===== src/rtl/anemometre_pkg.sv =====
// Shared types and constants for the anemometer sample logger.
package anemometre_pkg;

  typedef enum logic [1:0] {
    IDLE  = 2'd0,
    WRITE = 2'd1,
    FLUSH = 2'd2
  } state_e;

  localparam int          FIFO_DEPTH = 4;
  localparam int          FIFO_AW    = $clog2(FIFO_DEPTH);
  localparam logic [15:0] OVF_MAX    = 16'hFFFF;

  // Saturating increment for the dropped-sample counter.
  function automatic logic [15:0] sat_inc(input logic [15:0] value);
    logic [15:0] result;
    if (value == OVF_MAX) begin
      result = value;
    end else begin
      result = value + 16'd1;
    end
    return result;
  endfunction

endpackage


===== src/rtl/anemometre_sample_logger_fifo.sv =====
// Small synchronous FIFO that absorbs interconnect stalls between the
// sample producer and the Avalon write master. Head word is read combinationally.
module logger_fifo
  import anemometre_pkg::*;
#(
  parameter int DATA_W = 32
) (
  input  logic              clk,
  input  logic              reset_n,
  input  logic              flush_i,
  input  logic              push_i,
  input  logic [DATA_W-1:0] data_i,
  input  logic              pop_i,
  output logic [DATA_W-1:0] head_o,
  output logic              full_o,
  output logic              empty_o
);

  localparam int CNT_W = $clog2(FIFO_DEPTH + 1);

  logic [DATA_W-1:0]  mem_q [FIFO_DEPTH];
  logic [FIFO_AW-1:0] rd_q, rd_d;
  logic [FIFO_AW-1:0] wr_q, wr_d;
  logic [CNT_W-1:0]   cnt_q, cnt_d;
  logic               push_ok_s;
  logic               pop_ok_s;

  assign full_o    = (cnt_q == CNT_W'(FIFO_DEPTH));
  assign empty_o   = (cnt_q == '0);
  assign push_ok_s = push_i & ~full_o;
  assign pop_ok_s  = pop_i & ~empty_o;
  assign head_o    = mem_q[rd_q];

  // Pointer and occupancy next-state; flush wins over any push/pop.
  always_comb begin
    rd_d  = rd_q;
    wr_d  = wr_q;
    cnt_d = cnt_q;
    if (flush_i) begin
      rd_d  = '0;
      wr_d  = '0;
      cnt_d = '0;
    end else begin
      if (push_ok_s) begin
        wr_d = wr_q + FIFO_AW'(1);
      end else begin
        wr_d = wr_q;
      end
      if (pop_ok_s) begin
        rd_d = rd_q + FIFO_AW'(1);
      end else begin
        rd_d = rd_q;
      end
      case ({push_ok_s, pop_ok_s})
        2'b10:   cnt_d = cnt_q + CNT_W'(1);
        2'b01:   cnt_d = cnt_q - CNT_W'(1);
        default: cnt_d = cnt_q;
      endcase
    end
  end

  // Pointer and occupancy registers.
  always_ff @(posedge clk) begin
    if (!reset_n) begin
      rd_q  <= '0;
      wr_q  <= '0;
      cnt_q <= '0;
    end else begin
      rd_q  <= rd_d;
      wr_q  <= wr_d;
      cnt_q <= cnt_d;
    end
  end

  // Storage array; contents need no reset since occupancy gates every read.
  always_ff @(posedge clk) begin
    if (push_ok_s) begin
      mem_q[wr_q] <= data_i;
    end
  end

endmodule


===== src/rtl/anemometre_sample_logger.sv =====
// Avalon-MM write master logging anemometer samples into a circular RAM buffer,
// with a small FIFO to ride through waitrequest stalls.
module anemometre_sample_logger
  import anemometre_pkg::*;
#(
  parameter int ADDR_W    = 15,
  parameter int BASE_ADDR = 0,
  parameter int DEPTH     = 5120,
  parameter int PTR_W     = 13
) (
  input  logic              clk,
  input  logic              reset_n,
  input  logic              enable,
  input  logic              clear,
  input  logic              sample_valid,
  input  logic [31:0]       sample_data,
  output logic              sample_ready,
  output logic [ADDR_W-1:0] avm_address,
  output logic              avm_write,
  output logic [31:0]       avm_writedata,
  output logic [3:0]        avm_byteenable,
  input  logic              avm_waitrequest,
  output logic [PTR_W-1:0]  wr_ptr,
  output logic              wrapped,
  output logic [15:0]       overflow_cnt
);

  localparam logic [PTR_W-1:0]  LAST_PTR = PTR_W'(DEPTH - 1);
  localparam logic [ADDR_W-1:0] BASE_A   = ADDR_W'(BASE_ADDR);

  state_e             state_q, state_d;
  logic               avm_write_q, avm_write_d;
  logic [ADDR_W-1:0]  avm_address_q, avm_address_d;
  logic [31:0]        avm_writedata_q, avm_writedata_d;
  logic [PTR_W-1:0]   wr_ptr_q, wr_ptr_d;
  logic               wrapped_q, wrapped_d;
  logic [15:0]        ovf_q, ovf_d;

  logic               fifo_full_s;
  logic               fifo_empty_s;
  logic [31:0]        fifo_head_s;
  logic               flushing_s;
  logic               push_s;
  logic               pop_s;
  logic               drop_s;
  logic               complete_s;
  logic               clr_now_s;
  logic [ADDR_W-1:0]  ptr_ext_s;

  assign flushing_s   = (state_q == FLUSH);
  assign sample_ready = enable & ~fifo_full_s & ~clear & ~flushing_s;
  assign push_s       = sample_valid & sample_ready;
  assign drop_s       = sample_valid & enable & ~sample_ready;

  logger_fifo #(
    .DATA_W (32)
  ) u_fifo (
    .clk     (clk),
    .reset_n (reset_n),
    .flush_i (clear),
    .push_i  (push_s),
    .data_i  (sample_data),
    .pop_i   (pop_s),
    .head_o  (fifo_head_s),
    .full_o  (fifo_full_s),
    .empty_o (fifo_empty_s)
  );

  // Write-master FSM, pointer/wrap bookkeeping and overflow counting.
  always_comb begin
    state_d         = state_q;
    avm_write_d     = avm_write_q;
    avm_address_d   = avm_address_q;
    avm_writedata_d = avm_writedata_q;
    pop_s           = 1'b0;
    complete_s      = 1'b0;
    clr_now_s       = 1'b0;

    case (state_q)
      IDLE: begin
        if (clear) begin
          clr_now_s = 1'b1;
        end else if (enable && !fifo_empty_s) begin
          pop_s   = 1'b1;
          state_d = WRITE;
        end else begin
          state_d = IDLE;
        end
      end
      WRITE: begin
        if (!avm_waitrequest) begin
          complete_s = 1'b1;
          if (clear) begin
            // Write landed this cycle; clear applies now, increment discarded.
            clr_now_s   = 1'b1;
            avm_write_d = 1'b0;
            state_d     = IDLE;
          end else if (enable && !fifo_empty_s) begin
            pop_s = 1'b1;
          end else begin
            avm_write_d = 1'b0;
            state_d     = IDLE;
          end
        end else if (clear) begin
          state_d = FLUSH;
        end else begin
          state_d = WRITE;
        end
      end
      FLUSH: begin
        if (!avm_waitrequest) begin
          clr_now_s   = 1'b1;
          avm_write_d = 1'b0;
          state_d     = IDLE;
        end else begin
          state_d = FLUSH;
        end
      end
      default: begin
        avm_write_d = 1'b0;
        state_d     = IDLE;
      end
    endcase

    wr_ptr_d  = wr_ptr_q;
    wrapped_d = wrapped_q;
    if (clr_now_s) begin
      wr_ptr_d  = '0;
      wrapped_d = 1'b0;
    end else if (complete_s) begin
      if (wr_ptr_q == LAST_PTR) begin
        wr_ptr_d  = '0;
        wrapped_d = 1'b1;
      end else begin
        wr_ptr_d = wr_ptr_q + PTR_W'(1);
      end
    end else begin
      wr_ptr_d = wr_ptr_q;
    end

    // Address uses the post-completion pointer so back-to-back pops advance.
    ptr_ext_s = ADDR_W'(wr_ptr_d);
    if (pop_s) begin
      avm_write_d     = 1'b1;
      avm_writedata_d = fifo_head_s;
      avm_address_d   = BASE_A + (ptr_ext_s << 2);
    end else begin
      avm_writedata_d = avm_writedata_q;
    end

    if (clr_now_s) begin
      ovf_d = '0;
    end else if (drop_s) begin
      ovf_d = sat_inc(ovf_q);
    end else begin
      ovf_d = ovf_q;
    end
  end

  // State and output registers.
  always_ff @(posedge clk) begin
    if (!reset_n) begin
      state_q         <= IDLE;
      avm_write_q     <= 1'b0;
      avm_address_q   <= '0;
      avm_writedata_q <= '0;
      wr_ptr_q        <= '0;
      wrapped_q       <= 1'b0;
      ovf_q           <= '0;
    end else begin
      state_q         <= state_d;
      avm_write_q     <= avm_write_d;
      avm_address_q   <= avm_address_d;
      avm_writedata_q <= avm_writedata_d;
      wr_ptr_q        <= wr_ptr_d;
      wrapped_q       <= wrapped_d;
      ovf_q           <= ovf_d;
    end
  end

  assign avm_write      = avm_write_q;
  assign avm_address    = avm_address_q;
  assign avm_writedata  = avm_writedata_q;
  assign avm_byteenable = 4'b1111;
  assign wr_ptr         = wr_ptr_q;
  assign wrapped        = wrapped_q;
  assign overflow_cnt   = ovf_q;

endmodule


===== config.mk =====
export PLATFORM = sky130hd
export DESIGN_NAME = anemometre_sample_logger
export DESIGN_NICKNAME = d
export VERILOG_FILES = /design/src/rtl/anemometre_pkg.sv /design/src/rtl/anemometre_sample_logger_fifo.sv /design/src/rtl/anemometre_sample_logger.sv
export SDC_FILE = /design/constraint.sdc
export NUM_CORES = 1
export LEC_CHECK = 0
export ABC_AREA = 1
export CAP_MARGIN = 20
export CELL_PAD_IN_SITES_DETAIL_PLACEMENT = 0
export CELL_PAD_IN_SITES_GLOBAL_PLACEMENT = 1
export CORE_MARGIN = 3
export CORE_UTILIZATION = 45
export DETAILED_ROUTE_END_ITERATION = 10
export PLACE_DENSITY = 0.81
export SKIP_LAST_GASP = 1
export SYNTH_ARGS = -nofsm -noshare
export SYNTH_HDL_FRONTEND = slang
export SYNTH_SLANG_ARGS = --single-unit

===== constraint.sdc =====
create_clock -name clk -period 8.9 [get_ports clk]
set_clock_uncertainty 0.15 [all_clocks]
set_input_delay 1.335 -clock clk [delete_from_list [all_inputs] [get_ports clk]]
set_output_delay 1.335 -clock clk [all_outputs]
set_load 0.05 [all_outputs]

==> implementation parameters <==
Parameter                              Value

STA
  Max Transition Viols Final    0
  Tightest slew margin relative to the limit    0.258
  Endpoints failing setup    0
  Fraction of the cycle the final worst path needs    0.510
  Achievable Freq    220 MHz
  Sum Neg Setup Slack    0 ns
  Worst-Margin Slew    1.11 ns
  Post-route minimum period    about 4.5 ns
  RSZ-0062 raised after global routing    no
  Count of final hold-check violations    0

GRT
  Global-route wire length before repair    about 31 mm
  Total congestion overflow    0
  Total routing usage reported by global routing    0.175
  Via count of the first global-routing pass    6,102
  Number of antenna violations at the first check in global routing    0
  Largest net degree at the start of global routing    68

Clock tree
  Reg clk slew, reported paths    roughly 0.060 ns
  Clock sinks    213
  CTS max path bufs    3
  Count of hold-fix buffers inserted at cts    0
  Post-CTS setup buffer count    0
  Clock root buffer master    sky130_fd_sc_hd__clkbuf_16
  Clock tree from TritonCTS    done
  Clock latency on the worst-skew pair    about 0.51 ns
  Number of buffers added by the clock tree synthesis step    23
  H-tree depth    1
  Resized cells post-CTS    0

Status
  Status    complete, no violations

Min path
  Worst min-delay path category    flip-flop to flip-flop

Cells and area
  Final Net Count    1,065
  Sequential cell area in the final layout    roughly 5500 um^2
  Number of diodes added for antenna fixing    0
  Share of layout cells above drive strength 1    0.0647
  Area occupied by multi-input gates    2830 um^2
  Area growth, synth to finish    24.2%
  Share of the core filled with cells    0.576
  Filler Cell Count    between 1,500 and 2,000
  Most common cell after layout, fill and taps aside    sky130_fd_sc_hd__nor2_1
  Commonest cells after routing, fill and taps aside    sky130_fd_sc_hd__nor2_1 (223), sky130_fd_sc_hd__o21ai_0 (131), sky130_fd_sc_hd__edfxtp_1 (128)

Routing
  Per-cell via count in the routed design    4.93
  Final wirelength    19.1 mm
  Drc violations    0
  First-pass detailed-route iteration total    4
  Routed length per placed instance    14.7 um
  Iter 0 DRT Violations    357
  Remaining number of nets flagged by the antenna check after routing    0
  Number of vias in the routed layout    ~6,400

Power
  Power density cells    197 nW/um^2
  Maximum resistive drop on vdd    147 uV
  Static power due to leakage    between 0.003 and 0.004 uW

Synthesis
  Number of different library cells in the post-synthesis netlist    31
  Share of Yosys cell area claimed by the top area cell type    0.437
  Post-synth EDFFs    128
  Post-Syn Instances    919
  Main area contributors after synthesis    sky130_fd_sc_hd__edfxtp_1 (44%), sky130_fd_sc_hd__dfxtp_1 (19%), sky130_fd_sc_hd__nor2_1 (9.7%)
  Synth Area per Inst    9.57 um^2
  Number of synthesized register bits    213
  Fraction of synthesis flops using an asynchronous set or reset pin    0
  Cell type with the highest aggregate area in the netlist    sky130_fd_sc_hd__edfxtp_1
  Synth Flop Type    sky130_fd_sc_hd__edfxtp_1
  Cell area after synthesis    8790 um^2
  Part of the Yosys area used for sequential elements    0.631
  Warning count from the yosys run    0

Placement
  Input/output buffers    114
  Sum of net half-perimeters after detailed placement    11.5 mm
  Final weighted congestion in routability-driven placement    around 0.81

Die
  Die Height    between 100 and 150 um
  Die Width    146 um
  Area of the die    21,200 um^2
  Initial cell density of the core    0.464
  Row cnt    50
  I/O Pins    121
  Core Box Area    19,000 um^2

Flow run
  Max-cap violation count    0

Setup path
  CP Launch Type    primary input
  Critical path arrival    around 3 ns
  Required time reported for the critical path endpoint    7.41 ns
  Critical path class    primary input to primary output
  Kind of end point of the critical path    primary output
  Maximum fanout along the worst path    5
## synth_stat cells, types with 5 or more instances
cell type                    n
sky130_fd_sc_hd__a21oi_1    34
sky130_fd_sc_hd__buf_2      13
sky130_fd_sc_hd__buf_4       8
sky130_fd_sc_hd__buf_6       7
sky130_fd_sc_hd__clkbuf_1   19
sky130_fd_sc_hd__dfxtp_1    85
sky130_fd_sc_hd__edfxtp_1  128
sky130_fd_sc_hd__ha_1        7
sky130_fd_sc_hd__inv_1      45
sky130_fd_sc_hd__inv_2       5
sky130_fd_sc_hd__nand2_1   121
sky130_fd_sc_hd__nand3_1    28
sky130_fd_sc_hd__nand4_1     9
sky130_fd_sc_hd__nor2_1    227
sky130_fd_sc_hd__nor2_2      5
sky130_fd_sc_hd__nor3_1      6
sky130_fd_sc_hd__o21ai_0   131
sky130_fd_sc_hd__o21ai_1    13
sky130_fd_sc_hd__xnor2_1     8
sky130_fd_sc_hd__xor2_1      5
## layout make-up
type,instances,share of cell area
clock buffers,24,0.0530
clock inverters,18,0.0199
inverters,51,0.0175
multi-input cells,611,0.259
flip-flops and latches,213,0.508
well taps,260,0.0298
repair buffers,119,0.113
## power by group
group	leakage, uW	internal [uW]	switching (uW)
combinational	0.00151	34.3	68.2
sequential	0.00184	1060	4.91
clock	0.000378	596	392
total	0.00373	1690	465
## flip-flops by register name, summed over array words and instances (netlist names)
signal,count
u_fifo.mem_q,128
avm_write,1
avm_address,13
u_fifo.rd_q,2
overflow_cnt,16
wrapped,1
state_q,2
avm_writedata,32
wr_ptr,13
u_fifo.wr_q,2
u_fifo.cnt_q,3
## cells by family (layout without fill, tap and decap cells)
family | after synthesis | in the layout | share of synthesized area
xor gates and xnor gates | 13 | 13 | 0.0130
adders and majority gates | 8 | 8 | 0.0122
buffers and inverters | 99 | 212 | 0.0535
AOI/OAI and AO/OA | 182 | 182 | 0.105
other | 2 | 6 | 0.000854
and+or+nand+nor | 402 | 402 | 0.185
DFF | 213 | 213 | 0.631
## metal layers
layer,wire (um),track usage,up-vias,part of all wire
met5,0,0,-,0
met1,9060,0.244,2980,0.48
li1,-,-,3263,-
met3,775,0.0287,23,0.041
met4,345,0.0418,0,0.018
met2,8880,0.289,126,0.47
## stage by stage
step	setup WS [ns]	std cells	cell area, um^2	power (uW)	hold slack (ns)
final	4.36	1296	10900	2150	0.299
after global routing	4.19	1296	10900	2220	0.337
after CTS	4.37	1293	10900	2170	0.297
after detailed placement	4.10	1251	10100	1180	0.290
after global placement	4.12	1250	10000	1180	0.287
after floorplan	4.72	923	8810	1140	0.272
## path summary, 6_finish.rpt
kind | start | endpoint | slack (ns) | cells past startpoint
setup / recovery | clear | sample_ready | 4.36 | 7
hold / removal | u_fifo.cnt_q[0] | u_fifo.cnt_q[0] | 0.30 | 1
setup reg to reg | state_q[0] | u_fifo.cnt_q[2] | 5.46 | 13
hold reg to reg | u_fifo.cnt_q[0] | u_fifo.cnt_q[0] | 0.30 | 1
## critical path, cell delays in order
cell and delay, ns:
sky130_fd_sc_hd__clkdlybuf4s50_1 0.49, sky130_fd_sc_hd__inv_1 0.13, sky130_fd_sc_hd__nand2_1 0.05, sky130_fd_sc_hd__nor2_1 0.10, sky130_fd_sc_hd__nand2_1 0.07, sky130_fd_sc_hd__inv_1 0.08
sky130_fd_sc_hd__clkdlybuf4s50_1 0.80
No activity file was read; power rests on OpenSTA's default activity.
